[src/rtl/fp_normalize_pack.sv]
// rtl/fp_normalize_pack.sv - post-add normalise/pack stage of the 8-bit-mantissa FP adder
// Shifts the raw sum one bit per cycle until the hidden one is restored, then packs {sign,exp,frac}.
module fp_normalize_pack #(
  parameter int EW = 4,
  parameter int MW = 7
) (
  input  logic             clk,
  input  logic             rst_n,
  input  logic             in_valid,
  output logic             in_ready,
  input  logic             in_sign,
  input  logic [EW-1:0]    in_exp,
  input  logic [MW+1:0]    in_mant,
  output logic             out_valid,
  input  logic             out_ready,
  output logic [EW+MW:0]   out_res,
  output logic             out_ovf,
  output logic             out_unf
);

  typedef enum logic [1:0] {
    IDLE  = 2'd0,
    SHIFT = 2'd1,
    DONE  = 2'd2
  } state_t;

  localparam logic [EW-1:0] EMAX = '1;

  state_t          state_q, state_d;
  logic [MW+1:0]   m_q, m_d;
  logic [EW-1:0]   e_q, e_d;
  logic            s_q, s_d;
  logic [EW+MW:0]  res_q, res_d;
  logic            ovf_q, ovf_d;
  logic            unf_q, unf_d;
  logic            vld_q, vld_d;

  logic [EW:0]     e_inc;
  logic [MW+1:0]   m_shr;

  // One extra bit on the increment so an all-ones input exponent cannot wrap past the overflow check.
  assign e_inc = {1'b0, e_q} + (EW+1)'(1);
  assign m_shr = m_q >> 1;

  always_comb begin
    state_d = state_q;
    m_d     = m_q;
    e_d     = e_q;
    s_d     = s_q;
    res_d   = res_q;
    ovf_d   = ovf_q;
    unf_d   = unf_q;
    vld_d   = vld_q;
    case (state_q)
      IDLE: begin
        if (in_valid) begin
          s_d     = in_sign;
          e_d     = in_exp;
          m_d     = in_mant;
          ovf_d   = 1'b0;
          unf_d   = 1'b0;
          state_d = SHIFT;
        end
      end
      SHIFT: begin
        if (m_q == '0) begin
          res_d   = {s_q, {EW{1'b0}}, {MW{1'b0}}};
          state_d = DONE;
        end else if (m_q[MW+1]) begin
          m_d = m_shr;
          e_d = e_inc[EW-1:0];
          if (e_inc >= {1'b0, EMAX}) begin
            ovf_d = 1'b1;
            res_d = {s_q, EMAX, {MW{1'b0}}};
          end else begin
            res_d = {s_q, e_inc[EW-1:0], m_shr[MW-1:0]};
          end
          state_d = DONE;
        end else if (m_q[MW]) begin
          res_d   = {s_q, e_q, m_q[MW-1:0]};
          state_d = DONE;
        end else if (e_q <= EW'(1)) begin
          unf_d   = 1'b1;
          res_d   = {s_q, {EW{1'b0}}, {MW{1'b0}}};
          state_d = DONE;
        end else begin
          m_d = m_q << 1;
          e_d = e_q - EW'(1);
        end
      end
      DONE: begin
        // First DONE cycle publishes the packed word; handshake only once it is visible.
        if (!vld_q) begin
          vld_d = 1'b1;
        end else if (out_ready) begin
          vld_d   = 1'b0;
          state_d = IDLE;
        end
      end
      default: state_d = IDLE;
    endcase
  end

  always_ff @(posedge clk) begin
    if (!rst_n) begin
      state_q <= IDLE;
      m_q     <= '0;
      e_q     <= '0;
      s_q     <= 1'b0;
      res_q   <= '0;
      ovf_q   <= 1'b0;
      unf_q   <= 1'b0;
      vld_q   <= 1'b0;
    end else begin
      state_q <= state_d;
      m_q     <= m_d;
      e_q     <= e_d;
      s_q     <= s_d;
      res_q   <= res_d;
      ovf_q   <= ovf_d;
      unf_q   <= unf_d;
      vld_q   <= vld_d;
    end
  end

  assign in_ready  = (state_q == IDLE);
  assign out_valid = vld_q;
  assign out_res   = res_q;
  assign out_ovf   = ovf_q;
  assign out_unf   = unf_q;

endmodule

[config.mk]
export PLATFORM = sky130hd
export DESIGN_NAME = fp_normalize_pack
export DESIGN_NICKNAME = d
export VERILOG_FILES = /design/src/rtl/fp_normalize_pack.sv
export SDC_FILE = /design/constraint.sdc
export NUM_CORES = 1
export LEC_CHECK = 0
export ABC_AREA = 1
export BUFFER_PORTS_ARGS = -buffer_cell sky130_fd_sc_hd__buf_2
export CAP_MARGIN = 20
export CORE_ASPECT_RATIO = 0.6
export CORE_UTILIZATION = 50
export DETAILED_ROUTE_END_ITERATION = 10
export PLACE_DENSITY_LB_ADDON = 0.1
export SYNTH_ARGS = -nofsm -noshare
export SYNTH_HDL_FRONTEND = slang
export SYNTH_SLANG_ARGS = --single-unit
[constraint.sdc]
create_clock -name clk -period 3.8 [get_ports clk]
set_clock_uncertainty 0.1 [all_clocks]
set_input_delay 0 -clock clk [delete_from_list [all_inputs] [get_ports clk]]
set_output_delay 0 -clock clk [all_outputs]
set_load 0.05 [all_outputs]
==> metrics.md <==
| Metric | Value |
|---|---|
| Status | finished, final reports clean |
| Crit path max fanout | 20 |
| Crit path from | state_q[1]$_SDFFE_PN0P_ |
| Crit path buf inv count | 3 |
| Share of cells above drive strength 1 | 0.238 |
| Endpoint type of the worst setup path | flip-flop |
| Synth Area in Adders | 0.0260 |
| IO Port Bufs | 33 |
| Worst hold path type | primary input to flip-flop |
| Die height | 50.1 µm |
| Worst skew pair latency | 0.29 ns |
| Top cells by area, synth | dfxtp_1, nand2_1, a21oi_1, o21ai_0, nand3_1 |
| Worst path max stage delay | 0.59 ns |
| Main combinational cell family by area after synthesis | simple AND/OR/NAND/NOR gates |
| Number of global-route vias before repair | 1675 |
| Combinational power share | 0.364 |
| Avg Inst Size Synth | 6.69 µm² |
| Final setup viols | 0 |
| Clock transition at path regs | 0.07 ns |
| Static leakage | 1.06 nW |
| DIE WIDTH | 82.1 µm |
| Hold endpoint | m_q[4]$_SDFFE_PN0P_ |
| Hold_sp | in_mant[4] |
| Core Footprint | 0.00368 mm² |
| # IOs | 34 |
| Asr flop ratio synth | 0 |
| Worst VDD drop | 0.296 mV |
| Sequential share of power | 0.353 |
| Fillcell total | 355 |
| Final Worst Setup Slack | 0.986 ns |
| Initial core utilization | 0.524 |
| Final Cycle Share | 0.741 |
| Longest Clk Path Bufs | 2 |
| Synth top area share | 0.322 |
| Gr usage total | 0.269 |
| Worst path required time | 3.93 ns |
| Cell Area, Placed | 0.00207 mm² |
| Worst path slowest cell | nand2_1 |
| CTS Buf Count | 5 |
| Internal | 714 µW |
| Synth Flop Type | dfxtp_1 |
| Most common cell in the netlist | nand2_1 |
| Worst slew margin | 0.386 |
| Total of max-cap violations | 0 |
| Die area | 0.00411 mm² |
| Reg-to-reg slack, setup | 0.99 ns |
| Switching Power | 475 µW |
| Drt first-iter violations | 186 |
| Final nets | 349 |
| Synth Warn # | 0 |
| GPL Wtd Cong | 0.898 |
| Final Max Slew Viols | 0 |
| Critical path type | flip-flop to flip-flop |
| Final WL | 4.85 mm |
| Origin of the critical flop-to-flop path | state_q[1]$_SDFFE_PN0P_ |
| Mux contribution to synthesized area | 0 |
| Routed vias/inst | 5.14 |
| Worst setup SP type | flip-flop |
| Reg2Reg Depth | 9 |
| Finished Layout Cells | 375 |
| Top delay family on crit path | simple AND/OR/NAND/NOR gates |
| Post-Place Worst Slack | 1.58 ns |
| Gate Count Post-Synth | 288 |
| F_max | 355 MHz |
| Dpl cells | 357 |
| Register area share after synthesis | 0.322 |
| XOR/XNOR Fraction of Synth Area | 0.00909 |
| EDFF count, synth | 0 |
| Synth Cell Area | 0.00193 mm² |
| # DRC | 0 |
| Synthesis-to-layout area growth | 18.8% |
| DPL Wire Length | 3.38 mm |
| Worst hold stages | 5 |
| Worst hold margin | 0.00635 ns |
| Via count | 1927 |
| Worst-path cell chain | inv_1 -> nand2_1 -> inv_2 -> nand3_2 -> nand3_2 -> nand2_1 -> nand2_1 -> nor2_1 -> dlygate4sd3_1 |
| Drt wl/cell | 12.9 µm |
| Synth Area in Compound Gates | 0.188 |
| Row cnt | 17 |
| Antenna cells | 0 |
| Arr. time, crit path | 2.94 ns |
| GR Overflow Total | 0 |
| Cell Pwr Density | 519 mW/mm² |
| DRT Pass-1 Iters | 4 |
| H-tree depth | 2 |
| Largest net degree at the start of global routing | 26 |
| Root buf cell | clkbuf_8 |
| Setup TNS | 0 ns |
| Mapped Nets | 310 |
| Clock power frac | 0.283 |
| FF/Latch Area | 621 µm² |
| Fin area | 0.00229 mm² |
| Switching share of power | 0.400 |
| Initial antenna violation count | 0 |
| RSZ-0062 raised after global routing | no |
| Hold Vio Cnt, Final | 0 |
| First-pass GRT wire length | 8.14 mm |
| CTS tree | built |
| Post-synth cell types | 27 |
| Cell type with the highest aggregate area in the netlist | dfxtp_1 |
| Area of the multi-input gates | 0.00113 mm² |
| ANT nets after route | 0 |
| Clock sinks | 31 |
| FF-to-FF End | e_q[2]$_SDFFE_PN0P_ |
| Synth Area in Simple Gates | 0.362 |
| Minimum clock period | 2.81 ns |
| Worst-Margin Slew | 0.920 ns |
| Most used cell along the critical path | nand2_1 |
| Synth Register Bits | 31 |
| Post-synth top cells | nand2_1, dfxtp_1, a21oi_1 |
==> power groups by stage <==
| stage | Combinational [mW] | Clock [mW] | Sequential, mW |
|---|---|---|---|
| global placement | 0.417 | 0 | 0.425 |
| CTS | 0.431 | 0.342 | 0.417 |
| floorplan | 0.336 | 0 | 0.431 |
| finish | 0.433 | 0.336 | 0.420 |
| detailed placement | 0.417 | 0 | 0.425 |
| global route | 0.482 | 0.359 | 0.427 |
==> what timing repair did <==
item	4_1_cts	5_1_grt
resized for setup	0	0
hold buffers	10	0
hold endpoints to repair	13	0
setup endpoints to repair	0	0
setup buffers	0	0
==> final cells by class <==
| type | count | area share |
|---|---|---|
| multi-input cells | 219 | 0.492 |
| flip-flops and latches | 31 | 0.271 |
| repair buffers | 43 | 0.116 |
| inverters | 27 | 0.0443 |
| clock buffers | 6 | 0.0361 |
| well taps | 47 | 0.0257 |
| clock inverters | 2 | 0.0153 |
==> cells in the final DEF, fill, tap and decap left out, types with 2 or more instances in the layout <==
cell	instances
nand2_1	86
buf_2	33
dfxtp_1	31
a21oi_1	24
nor2_1	23
o21ai_0	23
inv_1	22
nand3_1	18
nand2_2	11
dlygate4sd3_1	10
a21oi_2	9
clkbuf_8	6
inv_2	5
nand3_2	4
ha_1	4
nor2_2	3
nand4_1	3
o21ai_2	2
nor2_8	2
xor2_1	2
==> worst max path at each step <==
| stage | to | slack (ns) | cells past startpoint |
|---|---|---|---|
| final | e_q[2]$_SDFFE_PN0P_ | 0.99 | 9 |
| after CTS | e_q[2]$_SDFFE_PN0P_ | 1.03 | 8 |
| after global routing | e_q[2]$_SDFFE_PN0P_ | 0.79 | 9 |
| after global placement | e_q[2]$_SDFFE_PN0P_ | 1.63 | 7 |
| after floorplan | out_res[10]$_SDFFE_PN0P_ | 2.05 | 9 |
| after detailed placement | e_q[2]$_SDFFE_PN0P_ | 1.58 | 8 |
==> sequential cells by signal, summed over array words and instances (netlist names) <==
register   count
s_q            1
m_q            9
e_q            4
out_res       12
out_ovf        1
out_valid      1
state_q        2
out_unf        1
==> metrics by stage <==
stage                     total power [mW]   util
after global placement               0.841  0.563
after detailed placement             0.842  0.563
after CTS                             1.19  0.622
after global routing                  1.27  0.622
after floorplan                      0.767      -
final                                 1.19  0.622
==> logic make-up after synthesis <==
kind of cell | Yosys count
AND/OR/NAND/NOR | 151
XOR/XNOR | 2
buffers and inverters | 38
AO/OA/AOI/OAI | 62
flip-flops | 31
adder cells (fa/ha/maj) | 4
==> tightest hold or removal path, cell delays in order <==
cell,delay [ns]
buf_2,0.08
a21oi_1,0.05
o21ai_0,0.07
nand2_1,0.07
a21oi_2,0.10
==> layer usage <==
layer	wire length, µm	up-vias	GRT usage
li1	-	1008	-
met1	2570	834	0.399
met5	0	-	0
met4	61	0	0.0877
met2	1850	77	0.358
met3	374	8	0.0852
No activity file was read; power rests on OpenSTA's default activity.
